`src/rtl/key_search_ctrl.sv`:
```
// Key-search sequencer for the DES code breaker: issues LANES candidate keys per cycle,
// tracks each issue through the core pipeline and reports the lowest matching key.
module key_search_ctrl #(
  parameter int KEY_W    = 56,
  parameter int LANES    = 4,
  parameter int PIPE_LAT = 16
) (
  input  logic               clk,
  input  logic               reset,
  input  logic               start,
  input  logic               abort,
  input  logic [KEY_W-1:0]   key_lo,
  input  logic [KEY_W-1:0]   key_hi,
  input  logic [LANES-1:0]   lane_match,
  output logic               issue_valid,
  output logic [KEY_W-1:0]   issue_base,
  output logic [LANES-1:0]   issue_mask,
  output logic               busy,
  output logic               found,
  output logic               exhausted,
  output logic               done,
  output logic [KEY_W-1:0]   key_out,
  output logic [KEY_W:0]     keys_tried
);

  localparam int IDX_W = (LANES > 1) ? $clog2(LANES) : 1;
  localparam int CNT_W = KEY_W + 1;

  typedef enum logic [2:0] {
    S_IDLE    = 3'd0,
    S_ISSUE   = 3'd1,
    S_DRAIN   = 3'd2,
    S_FOUND   = 3'd3,
    S_EXHAUST = 3'd4
  } state_t;

  // Lane i is enabled iff base+i <= hi, compared one bit wider so the top of the range cannot wrap.
  function automatic logic [LANES-1:0] lane_mask(input logic [KEY_W-1:0] base,
                                                 input logic [KEY_W-1:0] hi);
    logic [LANES-1:0] m;
    m = {LANES{1'b0}};
    for (int i = 0; i < LANES; i++) begin
      m[i] = (({1'b0, base} + CNT_W'(i)) <= {1'b0, hi});
    end
    return m;
  endfunction

  function automatic logic [CNT_W-1:0] popcount(input logic [LANES-1:0] m);
    logic [CNT_W-1:0] c;
    c = {CNT_W{1'b0}};
    for (int i = 0; i < LANES; i++) begin
      c = c + CNT_W'(m[i]);
    end
    return c;
  endfunction

  function automatic logic [IDX_W-1:0] lowest_idx(input logic [LANES-1:0] m);
    logic [IDX_W-1:0] idx;
    idx = {IDX_W{1'b0}};
    for (int i = LANES - 1; i >= 0; i--) begin
      idx = m[i] ? IDX_W'(i) : idx;
    end
    return idx;
  endfunction

  state_t             state_r, state_s;
  logic [KEY_W-1:0]   hi_r;
  logic               issue_valid_r, nxt_valid_s;
  logic [KEY_W-1:0]   issue_base_r, nxt_base_s;
  logic [LANES-1:0]   issue_mask_r, nxt_mask_s;
  logic               busy_r, found_r, exhausted_r, done_r;
  logic [KEY_W-1:0]   key_out_r;
  logic [CNT_W-1:0]   keys_tried_r;

  logic               tag_valid_r [PIPE_LAT];
  logic [KEY_W-1:0]   tag_base_r  [PIPE_LAT];
  logic [LANES-1:0]   tag_mask_r  [PIPE_LAT];

  logic [LANES-1:0]   hit_vec_s;
  logic               hit_s;
  logic [KEY_W-1:0]   hit_key_s;
  logic               inflight_s;
  logic               last_s;
  logic [KEY_W-1:0]   step_base_s;
  logic               load_s, capture_s, flush_s;

  // Match detection on the tag stage aligned with lane_match.
  always_comb begin
    hit_vec_s = lane_match & tag_mask_r[PIPE_LAT-1];
    hit_s     = tag_valid_r[PIPE_LAT-1] & (|hit_vec_s);
    hit_key_s = tag_base_r[PIPE_LAT-1] + KEY_W'(lowest_idx(hit_vec_s));
  end

  // Issues still in flight once the final stage retires this cycle.
  always_comb begin
    inflight_s = 1'b0;
    for (int k = 0; k < PIPE_LAT - 1; k++) begin
      inflight_s = inflight_s | tag_valid_r[k];
    end
  end

  // Range step for the issue currently on the outputs.
  always_comb begin
    last_s      = (({1'b0, issue_base_r} + CNT_W'(LANES)) > {1'b0, hi_r});
    step_base_s = issue_base_r + KEY_W'(LANES);
  end

  // Next-state and next-issue decode.
  always_comb begin
    state_s     = state_r;
    nxt_valid_s = 1'b0;
    nxt_base_s  = issue_base_r;
    nxt_mask_s  = {LANES{1'b0}};
    load_s      = 1'b0;
    capture_s   = 1'b0;
    flush_s     = 1'b0;
    if (abort) begin
      state_s = S_IDLE;
      flush_s = 1'b1;
    end else begin
      case (state_r)
        S_IDLE: begin
          if (start) begin
            load_s = 1'b1;
            if (key_lo > key_hi) begin
              state_s = S_EXHAUST;
            end else begin
              state_s     = S_ISSUE;
              nxt_valid_s = 1'b1;
              nxt_base_s  = key_lo;
              nxt_mask_s  = lane_mask(key_lo, key_hi);
            end
          end else begin
            state_s = S_IDLE;
          end
        end
        S_ISSUE: begin
          if (hit_s) begin
            state_s   = S_FOUND;
            capture_s = 1'b1;
            flush_s   = 1'b1;
          end else if (last_s) begin
            state_s = S_DRAIN;
          end else begin
            state_s     = S_ISSUE;
            nxt_valid_s = 1'b1;
            nxt_base_s  = step_base_s;
            nxt_mask_s  = lane_mask(step_base_s, hi_r);
          end
        end
        S_DRAIN: begin
          if (hit_s) begin
            state_s   = S_FOUND;
            capture_s = 1'b1;
            flush_s   = 1'b1;
          end else if (!inflight_s) begin
            state_s = S_EXHAUST;
          end else begin
            state_s = S_DRAIN;
          end
        end
        S_FOUND, S_EXHAUST: begin
          if (!start) begin
            state_s = S_IDLE;
          end else begin
            state_s = state_r;
          end
        end
        default: begin
          state_s = S_IDLE;
          flush_s = 1'b1;
        end
      endcase
    end
  end

  // State, issue outputs and status flags.
  always_ff @(posedge clk or negedge reset) begin
    if (!reset) begin
      state_r       <= S_IDLE;
      issue_valid_r <= 1'b0;
      issue_base_r  <= {KEY_W{1'b0}};
      issue_mask_r  <= {LANES{1'b0}};
      busy_r        <= 1'b0;
      found_r       <= 1'b0;
      exhausted_r   <= 1'b0;
      done_r        <= 1'b0;
    end else begin
      state_r       <= state_s;
      issue_valid_r <= nxt_valid_s;
      issue_base_r  <= nxt_base_s;
      issue_mask_r  <= nxt_mask_s;
      busy_r        <= (state_s == S_ISSUE) || (state_s == S_DRAIN);
      found_r       <= (state_s == S_FOUND);
      exhausted_r   <= (state_s == S_EXHAUST);
      done_r        <= (state_s == S_FOUND) || (state_s == S_EXHAUST);
    end
  end

  // Search range, result key and issued-key counter.
  always_ff @(posedge clk or negedge reset) begin
    if (!reset) begin
      hi_r         <= {KEY_W{1'b0}};
      key_out_r    <= {KEY_W{1'b0}};
      keys_tried_r <= {CNT_W{1'b0}};
    end else if (load_s) begin
      hi_r         <= key_hi;
      key_out_r    <= {KEY_W{1'b0}};
      keys_tried_r <= {CNT_W{1'b0}};
    end else begin
      hi_r         <= hi_r;
      key_out_r    <= capture_s ? hit_key_s : key_out_r;
      keys_tried_r <= (issue_valid_r && !abort) ? keys_tried_r + popcount(issue_mask_r)
                                                : keys_tried_r;
    end
  end

  // Tag pipe mirroring the DES core latency; a flush kills every in-flight issue.
  always_ff @(posedge clk or negedge reset) begin
    if (!reset) begin
      for (int k = 0; k < PIPE_LAT; k++) begin
        tag_valid_r[k] <= 1'b0;
        tag_base_r[k]  <= {KEY_W{1'b0}};
        tag_mask_r[k]  <= {LANES{1'b0}};
      end
    end else begin
      tag_valid_r[0] <= issue_valid_r & ~flush_s;
      tag_base_r[0]  <= issue_base_r;
      tag_mask_r[0]  <= issue_mask_r;
      for (int k = 1; k < PIPE_LAT; k++) begin
        tag_valid_r[k] <= tag_valid_r[k-1] & ~flush_s;
        tag_base_r[k]  <= tag_base_r[k-1];
        tag_mask_r[k]  <= tag_mask_r[k-1];
      end
    end
  end

  assign issue_valid = issue_valid_r;
  assign issue_base  = issue_base_r;
  assign issue_mask  = issue_mask_r;
  assign busy        = busy_r;
  assign found       = found_r;
  assign exhausted   = exhausted_r;
  assign done        = done_r;
  assign key_out     = key_out_r;
  assign keys_tried  = keys_tried_r;

endmodule

```
`config.mk`:
```
export PLATFORM = sky130hd
export DESIGN_NAME = key_search_ctrl
export DESIGN_NICKNAME = d
export VERILOG_FILES = /design/src/rtl/key_search_ctrl.sv
export SDC_FILE = /design/constraint.sdc
export NUM_CORES = 2
export LEC_CHECK = 0
export BUFFER_PORTS_ARGS = -buffer_cell sky130_fd_sc_hd__buf_2
export CAP_MARGIN = 5
export CORE_MARGIN = 10
export CORE_UTILIZATION = 28
export CTS_CLUSTER_DIAMETER = 60
export DETAILED_ROUTE_END_ITERATION = 10
export GPL_TIMING_DRIVEN = 0
export PLACE_DENSITY = 0.47
export SLEW_MARGIN = 10
export SYNTH_ARGS = -nofsm -noshare
export SYNTH_HDL_FRONTEND = slang
export SYNTH_SLANG_ARGS = --single-unit
export TNS_END_PERCENT = 50
```
`constraint.sdc`:
```
create_clock -name clk -period 7.1 [get_ports clk]
set_input_delay 1.065 -clock clk [delete_from_list [all_inputs] [get_ports clk]]
set_output_delay 1.065 -clock clk [all_outputs]
set_load 0.005 [all_outputs]
```
==> reports/summary.txt <==
Drt first pass iters: 5
Vias per Instance: 4.724
First-pass GRT wire length: 261.9 mm
Die height: 459.0 um
Final ANT Viol Nets: 0
Depth of the CTS H-tree: 4
Pwr Density: 383.8 nW/um2
Wirelength per Cell: 23.07 um
Global route overflow: 0
Largest stage delay, worst path: 570 ps
Clock Latency Late Sink: 760 ps
Most instantiated library cell after synthesis: dfrtp_1
Row count: 161
CTS tree: built
Crit path max fanout: 8
Leak pwr: 28.51 nW
Status: finished, violations left
Netlist cell types: 90
Max Cap Viol: 0
Synth top area share: 56.24%
Failing checks: setup timing
Crit-path leading delay family: simple AND/OR/NAND/NOR gates
Max-slew headroom: 10.05%
Final Util: 33.19%
CTS root buf: clkbuf_16
Core Box Area: 192200 um2
Layout cell share with drive strength beyond 1: 13.57%
RSZ-0062 raised after global routing: false
Initial antenna violation count: 8
Synth async-reset ratio: 100.0%
Synth Warn #: 0
WL final: 179.7 mm
Final Critical Period: 7150 ps
Buf/Inv on CP: 5
Setup violators final: 1
Post-synth top cells: 1213 x dfrtp_1, 458 x ha_1, 336 x nor2_1, 333 x nand2_1, 300 x xnor2_1
Worst EP required: 7640 ps
IO Pins: 298
Area grow syn2layout: 18.18%
Final instance area: 63780 um2
Sequential fraction of the synthesis area: 56.24%
Setup WS post-layout: -49.94 ps
Number of cells produced by synthesis: 4710
All-Layer GR Usage: 16.76%
Worst hold path type: input port to async pin
Final Hold Viols: 0
Dpl hpwl: 144.0 mm
Fin crit share: 100.7%
Post-synth EDFFs: 0
Cell taking the most area after synthesis: dfrtp_1
Placer Congestion: 0.9251
Filler cell count in the final layout: 19.46k
Die X: 459.0 um
Full die area: 210700 um2
Largest net degree at the start of global routing: 163
Sink Count: 1213
Post-synthesis register bit count: 1213
Primary FF master, synth: dfrtp_1
Iter 0 DRT Violations: 2795
Syn avg cell area: 11.46 um2
Crit end category: flip-flop
Clock Tree Buf Depth: 3
CP max-delay cell: a31oi_1
Critical-path cell list: buf_2, clkbuf_1, nand4_1, or2_2, clkbuf_1, nor4_2, buf_4, nand3_1, or2_2, clkbuf_1, nor3_1, xor2_1, ha_1, nand4_1, nor3_1, nand3_1, or2_2, a21oi_1, o21ai_0, a31oi_1, o32ai_4
Post-synth design cell area: 53970 um2
WS Path Type: input port to flip-flop
Nets: 5751
Max Slew Vio Count: 0
Tightest Pin Transition: 1349 ps
Via Count: 36.80k
DRC violation count after routing: 0
FMAX: 0.1399 GHz
Number of global-route vias before repair: 37.57k
IR drop worst, VDD: 239.5 uV
Mapped Nets: 5292
Cell Area, Placed: 59020 um2
Skew final: 29.69 ps
Largest cells by area after synthesis: dfrtp_1 56%, ha_1 11%, xnor2_1 4.9%, xor2_1 2.6%, nor2_1 2.3%
Arrival @ worst endpoint: 7690 ps
Starting Density: 28.08%
Clk slew on worst S/H paths: 60 ps
CP startpoint kind: input port
Port bufs: 297
CTS buffer count: 131
[path summary, 6_finish.rpt]
path | from | endpoint | slack [ps] | cells past startpoint
worst min register to register | tag_base_r[184]$_DFF_PN0_ | tag_base_r[128]$_DFF_PN0_ | 320 | 0
worst max-delay path | key_lo[5] | issue_mask[2]$_DFF_PN0_ | -50 | 21
min in group clk | tag_base_r[184]$_DFF_PN0_ | tag_base_r[128]$_DFF_PN0_ | 320 | 0
max in group asynchronous | reset | tag_base_r[776]$_DFF_PN0_ | 4540 | 4
worst max register to register | issue_base[0]$_DFFE_PN0P_ | issue_mask[3]$_DFF_PN0_ | 10 | 18
worst min-delay path | reset | key_out[9]$_DFFE_PN0P_ | 240 | 1
[report_power, final]
group	internal (W)	leakage, nW	switching [W]
Combinational	0.00253	11.7	0.00435
Sequential	0.00975	14.6	0.00110
Clock	0.00399	2.13	0.00277
[layout by cell type, fill, tap and decap left out, types with 134 or more instances in the layout]
cell and n:
dfrtp_1 1212, ha_1 458, nand2_1 332, nor2_1 330, buf_2 312, xnor2_1 298, o21ai_0 231, inv_1 200
nand3_1 195, xor2_1 160, nand4_1 154, clkbuf_1 145, a21oi_1 141, clkbuf_16 134
[flip-flops by register name, summed over array words and instances, names as in the netlist]
register,flops
issue_valid,1
key_out,56
tag_mask_r,64
state_r,3
tag_base_r,896
done,1
found,1
keys_tried,57
hi_r,56
issue_mask,4
exhausted,1
issue_base,56
busy,1
tag_valid_r,16
[timing repair]
action,in CTS,in global routing
gates resized for setup,30,22
endpoints found under the setup margin,62,31
hold buffers,0,0
buffers inserted,9,5
gates cloned,0,0
pin swaps,3,3
[layout make-up]
cell class | instances | area (um2) | share of cell area [%]
sequential | 1213 | 30360 | 47.59
multi-input combinational | 3125 | 22520 | 35.30
clock buffer | 181 | 3750 | 5.879
tap | 2526 | 3161 | 4.955
timing repair buffer | 328 | 1927 | 3.021
inverter | 208 | 780.7 | 1.224
buffer | 162 | 668.1 | 1.048
clock inverter | 43 | 611.8 | 0.9593
antenna | 4 | 10.01 | 0.01569
[layer usage]
metal | track usage [%] | wire length (um) | vias up
met1 | 22.16 | 80300 | 18250
li1 | - | - | 17290
met4 | 6.602 | 7652 | 2
met5 | 0 | 17 | -
met3 | 2.811 | 8374 | 261
met2 | 27.33 | 83380 | 1001
[metrics by stage]
stage	worst slack, ps	TNS [ps]	hold slack, ps	total power, W	instances
floorplan	1824	0	331.2	0.01492	4710
global placement	-20900	-	331.0	0.01776	7533
detailed placement	-1817	-90580	334.7	0.01777	7550
CTS	22.93	0	188.1	0.02476	7782
global route	2.412	0	225.8	0.02612	7786
finish	-49.94	-49.94	244.0	0.02448	7790
[logic make-up after synthesis]
kind of cell | after synthesis | synth area share [%]
flip-flops | 1213 | 56.24
adder cells (fa/ha/maj) | 462 | 10.77
XOR/XNOR | 463 | 7.514
AO/OA/AOI/OAI | 680 | 7.912
AND/OR/NAND/NOR | 1484 | 14.14
multiplexers | 36 | 0.7419
buffers and inverters | 372 | 2.685
Power figures use the tool's default switching activity.
